File: config.mk
export PLATFORM = sky130hd
export DESIGN_NAME = mos6502_addr_seq
export DESIGN_NICKNAME = d
export VERILOG_FILES = /design/src/rtl/mos6502_pkg.sv /design/src/rtl/mos6502_byte_adder.sv /design/src/rtl/mos6502_addr_seq.sv
export SDC_FILE = /design/constraint.sdc
export NUM_CORES = 1
export LEC_CHECK = 0
export ABC_AREA = 1
export BUFFER_PORTS_ARGS = -buffer_cell sky130_fd_sc_hd__buf_2
export CORE_ASPECT_RATIO = 1.2
export CORE_MARGIN = 2
export CORE_UTILIZATION = 58
export DETAILED_ROUTE_END_ITERATION = 8
export PLACE_DENSITY = 0.86
export SYNTH_ARGS = -nofsm -noshare
export SYNTH_HDL_FRONTEND = slang
export SYNTH_SLANG_ARGS = --single-unit
File: constraint.sdc
create_clock -name clk -period 5.05 [get_ports clk]
set_input_delay 0.505 -clock clk [delete_from_list [all_inputs] [get_ports clk]]
set_output_delay 0.505 -clock clk [all_outputs]
set_load 0.03 [all_outputs]
File: src/rtl/mos6502_pkg.sv
// Shared definitions for the 6502-class effective-address sequencer: addressing
// mode encodings, sequencer states and operand-length constants.
package mos6502_pkg;

    typedef enum logic [3:0] {
        MODE_ZP   = 4'd0,
        MODE_ZPX  = 4'd1,
        MODE_ZPY  = 4'd2,
        MODE_ABS  = 4'd3,
        MODE_ABSX = 4'd4,
        MODE_ABSY = 4'd5,
        MODE_INDX = 4'd6,
        MODE_INDY = 4'd7,
        MODE_IND  = 4'd8
    } addr_mode_e;

    typedef enum logic [2:0] {
        ST_IDLE,
        ST_OPL,
        ST_OPH,
        ST_DUMMY,
        ST_PTRL,
        ST_PTRH,
        ST_FIX,
        ST_DONE
    } seq_state_e;

    localparam logic [1:0] OP_LEN_NONE = 2'd0;
    localparam logic [1:0] OP_LEN_ONE  = 2'd1;
    localparam logic [1:0] OP_LEN_TWO  = 2'd2;

    function automatic logic mode_is_reserved(input logic [3:0] mode);
        return mode > MODE_IND;
    endfunction

    function automatic logic mode_uses_y(input logic [3:0] mode);
        return (mode == MODE_ZPY) || (mode == MODE_ABSY) || (mode == MODE_INDY);
    endfunction

    function automatic logic [1:0] op_len_of(input logic [3:0] mode);
        case (mode)
            MODE_ABS, MODE_ABSX, MODE_ABSY, MODE_IND:           return OP_LEN_TWO;
            MODE_ZP, MODE_ZPX, MODE_ZPY, MODE_INDX, MODE_INDY:  return OP_LEN_ONE;
            default:                                            return OP_LEN_NONE;
        endcase
    endfunction

endpackage

File: src/rtl/mos6502_byte_adder.sv
// Byte-wide adder with carry-in and carry-out, shared by index adds,
// pointer increments and the high-byte page fix-up.
module mos6502_byte_adder #(
    parameter int WIDTH = 8
) (
    input  logic [WIDTH-1:0] a,
    input  logic [WIDTH-1:0] b,
    input  logic             ci,
    output logic [WIDTH-1:0] sum,
    output logic             co
);

    logic [WIDTH:0] total;

    assign total = {1'b0, a} + {1'b0, b} + {{WIDTH{1'b0}}, ci};
    assign sum   = total[WIDTH-1:0];
    assign co    = total[WIDTH];

endmodule

File: src/rtl/mos6502_addr_seq.sv
// Effective-address sequencer: walks indexed/indirect modes with NMOS bus timing.
// Optional macro NMOS_JMP_IND_BUG_EN keeps the JMP (ind) pointer increment inside its page.
module mos6502_addr_seq
    import mos6502_pkg::*;
#(
    parameter int DATA_WIDTH = 8,
    parameter int ADDR_WIDTH = 16,
    parameter int ZP_WRAP    = 1
) (
    input  logic                  clk,
    input  logic                  reset,
    input  logic                  start,
    input  logic [3:0]            mode,
    input  logic                  is_write,
    input  logic [ADDR_WIDTH-1:0] pc_in,
    input  logic [DATA_WIDTH-1:0] x_in,
    input  logic [DATA_WIDTH-1:0] y_in,
    input  logic [DATA_WIDTH-1:0] di,
    output logic [ADDR_WIDTH-1:0] ab,
    output logic                  busy,
    output logic                  done,
    output logic [ADDR_WIDTH-1:0] ea,
    output logic [1:0]            op_len,
    output logic                  page_cross,
    output logic                  err
);

    if (ADDR_WIDTH != 2 * DATA_WIDTH) begin : g_width_check
        $error("mos6502_addr_seq: ADDR_WIDTH must equal 2*DATA_WIDTH");
    end

    localparam logic [DATA_WIDTH-1:0] ZERO_BYTE = '0;

    seq_state_e            state;
    logic [3:0]            mode_r;
    logic                  wr_r;
    logic [ADDR_WIDTH-1:0] pc_r;
    logic [DATA_WIDTH-1:0] ix_r;
    logic [DATA_WIDTH-1:0] lo_r;
    logic [DATA_WIDTH-1:0] hi_r;
    logic                  cross_r;
    logic                  fixed_r;
    logic                  err_r;
    logic [1:0]            op_len_r;
    logic [ADDR_WIDTH-1:0] ea_r;

    logic [DATA_WIDTH-1:0] lo_a, lo_b, lo_sum, hi_a, hi_b, hi_sum;
    logic                  lo_ci, lo_co, hi_ci, hi_co;
    logic [ADDR_WIDTH-1:0] ea_now;

    // Page-zero high byte: either pinned to 0 or carrying the low-byte overflow.
    function automatic logic [DATA_WIDTH-1:0] zp_hi(input logic co);
        return (ZP_WRAP != 0) ? ZERO_BYTE : {{(DATA_WIDTH-1){1'b0}}, co};
    endfunction

    mos6502_byte_adder #(.WIDTH(DATA_WIDTH)) u_lo_add (
        .a(lo_a), .b(lo_b), .ci(lo_ci), .sum(lo_sum), .co(lo_co)
    );

    mos6502_byte_adder #(.WIDTH(DATA_WIDTH)) u_hi_add (
        .a(hi_a), .b(hi_b), .ci(hi_ci), .sum(hi_sum), .co(hi_co)
    );

    // NOTE: every signal driven here gets a default first so no path leaves it unassigned (no latch).
    always_comb begin
        lo_a  = lo_r;
        lo_b  = ZERO_BYTE;
        lo_ci = 1'b0;
        case (state)
            ST_OPH, ST_DUMMY: begin
                lo_a = di;
                lo_b = ix_r;
            end
            ST_PTRL: lo_b = ix_r;
            ST_PTRH: begin
                lo_b  = (mode_r == MODE_INDX) ? ix_r : ZERO_BYTE;
                lo_ci = 1'b1;
            end
            default: ;
        endcase
    end

    always_comb begin
        hi_a  = hi_r;
        hi_b  = ZERO_BYTE;
        hi_ci = 1'b0;
        if (state == ST_PTRH && mode_r == MODE_INDY) begin
            hi_a = di;
            hi_b = ix_r;
        end else if (state == ST_PTRH) begin
            hi_ci = lo_co;
        end else if (state == ST_DONE) begin
            hi_ci = cross_r;
        end
    end

    always_comb begin
        ab = pc_in;
        case (state)
            ST_OPL:   ab = pc_r;
            ST_OPH:   ab = pc_r + ADDR_WIDTH'(1);
            ST_DUMMY: ab = {ZERO_BYTE, di};
            ST_PTRL: begin
                if (mode_r == MODE_INDX)      ab = {zp_hi(lo_co), lo_sum};
                else if (mode_r == MODE_INDY) ab = {ZERO_BYTE, di};
                else                          ab = {di, lo_r};
            end
            ST_PTRH: begin
                if (mode_r == MODE_IND) begin
`ifdef NMOS_JMP_IND_BUG_EN
                    ab = {hi_r, lo_sum};
`else
                    ab = {hi_sum, lo_sum};
`endif
                end else begin
                    ab = {zp_hi(lo_co), lo_sum};
                end
            end
            ST_FIX:   ab = {di, lo_r};
            ST_DONE: begin
                if (err_r)                                          ab = pc_in;
                else if (mode_r == MODE_ZP)                         ab = {ZERO_BYTE, di};
                else if (mode_r == MODE_ZPX || mode_r == MODE_ZPY)  ab = {zp_hi(cross_r), lo_r};
                else if (fixed_r)                                   ab = {hi_sum, lo_r};
                else                                                ab = {di, lo_r};
            end
            default: ;
        endcase
    end

    assign ea_now     = err_r ? '0 : ab;
    assign ea         = (state == ST_DONE) ? ea_now : ea_r;
    assign busy       = (state != ST_IDLE) && (state != ST_DONE);
    assign done       = (state == ST_DONE);
    assign err        = done && err_r;
    assign op_len     = op_len_r;
    assign page_cross = cross_r;

    // NOTE: sequential state uses non-blocking assignments only, so every register sees pre-edge values.
    always_ff @(posedge clk) begin
        if (reset) begin
            state    <= ST_IDLE;
            mode_r   <= '0;
            wr_r     <= 1'b0;
            pc_r     <= '0;
            ix_r     <= '0;
            lo_r     <= '0;
            hi_r     <= '0;
            cross_r  <= 1'b0;
            fixed_r  <= 1'b0;
            err_r    <= 1'b0;
            op_len_r <= OP_LEN_NONE;
            ea_r     <= '0;
        end else begin
            case (state)
                ST_IDLE, ST_DONE: begin
                    if (state == ST_DONE) ea_r <= ea_now;
                    if (start) begin
                        pc_r     <= pc_in;
                        mode_r   <= mode;
                        wr_r     <= is_write;
                        ix_r     <= mode_uses_y(mode) ? y_in : x_in;
                        cross_r  <= 1'b0;
                        fixed_r  <= 1'b0;
                        op_len_r <= op_len_of(mode);
                        err_r    <= mode_is_reserved(mode);
                        state    <= mode_is_reserved(mode) ? ST_DONE : ST_OPL;
                    end else begin
                        state <= ST_IDLE;
                    end
                end
                ST_OPL: begin
                    case (mode_r)
                        MODE_ZP:                       state <= ST_DONE;
                        MODE_ZPX, MODE_ZPY, MODE_INDX: state <= ST_DUMMY;
                        MODE_INDY:                     state <= ST_PTRL;
                        default:                       state <= ST_OPH;
                    endcase
                end
                ST_OPH: begin
                    if (mode_r == MODE_ABSX || mode_r == MODE_ABSY) begin
                        lo_r    <= lo_sum;
                        cross_r <= lo_co;
                        fixed_r <= lo_co | wr_r;
                        state   <= (lo_co | wr_r) ? ST_FIX : ST_DONE;
                    end else begin
                        lo_r  <= di;
                        state <= (mode_r == MODE_IND) ? ST_PTRL : ST_DONE;
                    end
                end
                ST_DUMMY: begin
                    if (mode_r == MODE_INDX) begin
                        lo_r  <= di;
                        state <= ST_PTRL;
                    end else begin
                        lo_r    <= lo_sum;
                        cross_r <= lo_co;
                        state   <= ST_DONE;
                    end
                end
                ST_PTRL: begin
                    if (mode_r == MODE_INDX)      cross_r <= lo_co;
                    else if (mode_r == MODE_INDY) lo_r    <= di;
                    else                          hi_r    <= di;
                    state <= ST_PTRH;
                end
                ST_PTRH: begin
                    if (mode_r == MODE_INDY) begin
                        lo_r    <= hi_sum;
                        cross_r <= hi_co;
                        fixed_r <= hi_co | wr_r;
                        state   <= (hi_co | wr_r) ? ST_FIX : ST_DONE;
                    end else begin
                        lo_r  <= di;
                        state <= ST_DONE;
                    end
                end
                ST_FIX: begin
                    hi_r  <= di;
                    state <= ST_DONE;
                end
                default: state <= ST_IDLE;
            endcase
        end
    end

endmodule

==> impl_metrics.py <==
metrics = {
    "worst_setup_path": {
        "cp_slowest_stage_delay_ns": 0.49,
        "critPathSlowestCell": "fa_2",
        "critPathLaunchType": "flop",
        "crit_buf_inv": 2,
        "arrival_ns": 4.42,
        "path_cells": "buf_6 > nand3_4 > nand3_2 > a21oi_2 > nor2_2 > fa_2 > fa_2 > nand3_2 > nand3_2 > nand4_1 > o211ai_1 > a22oi_2 > fa_2 > fa_2 > a21oi_2 > o21ai_1 > nor2_1 > nor2_1 > nand3_1 > nand2_1 > nand2_1 > nand2_1 > nand2_1 > buf_6",
        "crit_type": "flop to output pin",
        "worstPathRequired_ns": 4.55,
        "cp_max_fo": 5,
        "endpoint_kind": "output pin",
        "crit_family": "adder cells",
    },
    "die": {
        "num_io_pins": 86,
        "core_sq_mm": 0.00952,
        "num_rows": 39,
        "initial_utilization": 0.593,
        "die_w_um": 94.0,
        "die_area_sq_mm": 0.0105,
        "die_h_um": 112,
    },
    "drt": {
        "wl_per_cell_um": 16.9,
        "drc": 0,
        "drtPass1Iterations": 7,
        "drt-initial-drc-count": 564,
        "antenna_left": 0,
        "routed_via_density": 5.83,
        "vias": 6965,
        "wirelength_um": 20200,
    },
    "global_routing": {
        "grt_pass1_vias": 6165,
        "grt_pass1_wl_um": 31200,
        "antenna_found_initial": 0,
        "grt_usage": 0.379,
        "grt_max_degree": 49,
        "grt.overflow.total": 0,
    },
    "cts": {
        "cts.sink_count": 69,
        "ctsHoldBuffers": 0,
        "cts_buffers": 9,
        "clk_latency_ns": 0.34,
        "cts_root_buf": "clkbuf_16",
        "cts_tree": "yes",
        "cts.htree.levels": 3,
        "clk_path_buf_depth": 2,
        "path_clk_slew_ns": 0.06,
    },
    "sta": {
        "finalHoldViolations": 0,
        "setup_viol_count_final": 0,
        "rsz0062_at_grt": "true",
        "period_needed_ns": 4.92,
        "fmaxAchievable_mhz": 203,
        "finalMaxSlewViolations": 0,
        "period_share": 0.975,
        "worst_pin_slew_ns": 0.923,
        "finalSetupTns_ns": 0,
        "relSlewSlack": 0.385,
        "clock_skew_ns": 0.00380,
    },
    "logic_synthesis": {
        "synthTopCellsByArea": "dfxtp_1 (24%), nand2_1 (19%), a21oi_1 (8.5%)",
        "synth.yosys.warnings": 0,
        "synth_fp_nets": 1045,
        "synth_top_area_share": 0.245,
        "synth_edf_count": 0,
        "synth_commonest_cells": "nand2_1 (286), inv_1 (112), nor2_1 (101)",
        "postSynth.asyncResetShare": 0,
        "synth_cells": 973,
        "synth-seq-cells": 69,
        "avgSynthCellArea_sq_um": 5.80,
        "synth-seq-area-share": 0.245,
        "synth_ff_type": "dfxtp_1",
        "synthesis.area_sq_mm": 0.00564,
        "synth.most_common_cell": "nand2_1",
        "yosys.area.top_type": "dfxtp_1",
        "ys_types": 37,
    },
    "finish": {
        "multiInputGateArea_sq_mm": 0.00378,
        "seq_area_sq_mm": 0.00139,
        "n_fill_cell": 919,
        "final_nets": 1139,
        "syn2layout_area_growth_pct": 20.5,
        "diodes": 0,
        "drive_gt1_frac": 0.167,
    },
    "power": {
        "p_total_uw": 3710,
        "p_leak_uw": 0.00335,
        "p_per_area_mw_per_mm2": 547,
        "ir_drop_v": 0.000267,
    },
    "place": {
        "hpwlAfterDp_um": 15300,
        "port-buffer-count": 85,
        "globalplace.congestion": 1.02,
    },
    "hold_path": {
        "hp-class": "input pin to flop",
    },
    "run_status": {
        "status": "completed",
    },
    "run": {
        "cap_violations": 0,
    },
}
what timing repair did:
item,CTS,global route
gates cloned,0,0
pin swaps,0,21
setup buffers,0,14
resized for setup,4,43
endpoints found under the setup margin,4,10
layout by cell type, fill, tap and decap left out, drive strengths merged:
cell type and n:
o21a 2, o2111ai 1, clkinv 1, buf 115
o221ai 2, and3 1, or2 2, o21ai 94
nor3 7, bufinv 2, a21oi 96, fa 4
nor4 2, o211ai 17, and2 2, dfxtp 69
clkinvlp 1, o41ai 1, a31oi 2, xor2 3
ha 20, nand3 72, o22ai 3, o21bai 2
nor2 107, nand3b 5, clkbuf 12, a22oi 5
inv 120, nand2 286, nand4 13, a211oi 3
worst register-to-register path, cell delays in order, from the launching register on:
cell and delay (ns):
dfxtp_4 0.37, buf_6 0.13, nand3_4 0.07, nand3_2 0.09
a21oi_2 0.16, nor2_2 0.08, fa_2 0.42, fa_2 0.41
nand3_2 0.11, nand3_2 0.07, nand4_1 0.08, o211ai_1 0.19
a22oi_2 0.25, fa_2 0.27, fa_2 0.49, a21oi_2 0.13
o21ai_1 0.07, nor2_1 0.09, nor2_1 0.07, nand3_1 0.09
nand2_1 0.05, nand2_1 0.10, nand2_1 0.07, a21oi_1 0.14
registers in the layout, indices dropped and copies added (netlist names):
name        cells
fixed_r         1
lo_r            8
page_cross      1
hi_r            8
ea_r           16
pc_r           16
op_len          2
state           3
wr_r            1
ix_r            8
err_r           1
mode_r          4
cell families (layout without fill, tap and decap cells):
logic type	Yosys count	in the layout	share of synthesized area
simple gates	497	497	0.369
compound gates	228	228	0.219
buf+inv	152	251	0.104
flops	69	69	0.245
fa+ha+maj	24	24	0.0586
xor+xnor	3	3	0.00466
report_power, final:
part / internal, uW / switching (uW) / leakage (uW)
registers: 702 / 156 / 0.000568
logic: 676 / 1470 / 0.00262
clock network: 460 / 249 / 0.000162
area by class of cell:
| type | instances | share of cell area |
|---|---|---|
| Timing Repair Buffer | 116 | 0.101 |
| Sequential cell | 69 | 0.205 |
| Tap cell | 123 | 0.0226 |
| Clock inverter | 5 | 0.0120 |
| Inverter | 119 | 0.0661 |
| Multi-Input combinational cell | 752 | 0.557 |
| Clock buffer | 11 | 0.0372 |
per-stage QoR:
stage,hold WS [ns],instances,setup WS (ns),area (sq um),util
2_1_floorplan,0.451,973,0.0107,5640,-
3_3_place_gp,0.454,1165,0.256,6210,0.652
3_5_place_dp,0.456,1165,0.197,6210,0.652
4_1_cts,0.442,1181,0.0271,6550,0.688
5_1_grt,0.469,1195,-0.136,6800,0.714
6_report,0.444,1195,0.127,6800,0.714
layer usage:
layer / up-vias / global-route usage / part of all wire
li1: 3387 / - / -
met1: 3153 / 0.473 / 0.39
met2: 348 / 0.618 / 0.47
met3: 77 / 0.0611 / 0.082
met4: 0 / 0.210 / 0.056
met5: - / 0 / 0
final timing paths:
path	cells after the start	slack, ns	start	end
hold reg to reg	2	0.46	op_len[1]$_SDFFE_PP0P_	op_len[1]$_SDFFE_PP0P_
setup / recovery	24	0.13	state[1]$_SDFF_PP0_	ea[9]
setup reg to reg	23	1.00	state[1]$_SDFF_PP0_	ea_r[9]$_SDFFE_PP0P_
hold / removal	3	0.44	pc_in[10]	pc_r[10]$_SDFFE_PP0P_
Power figures use the tool's default switching activity.
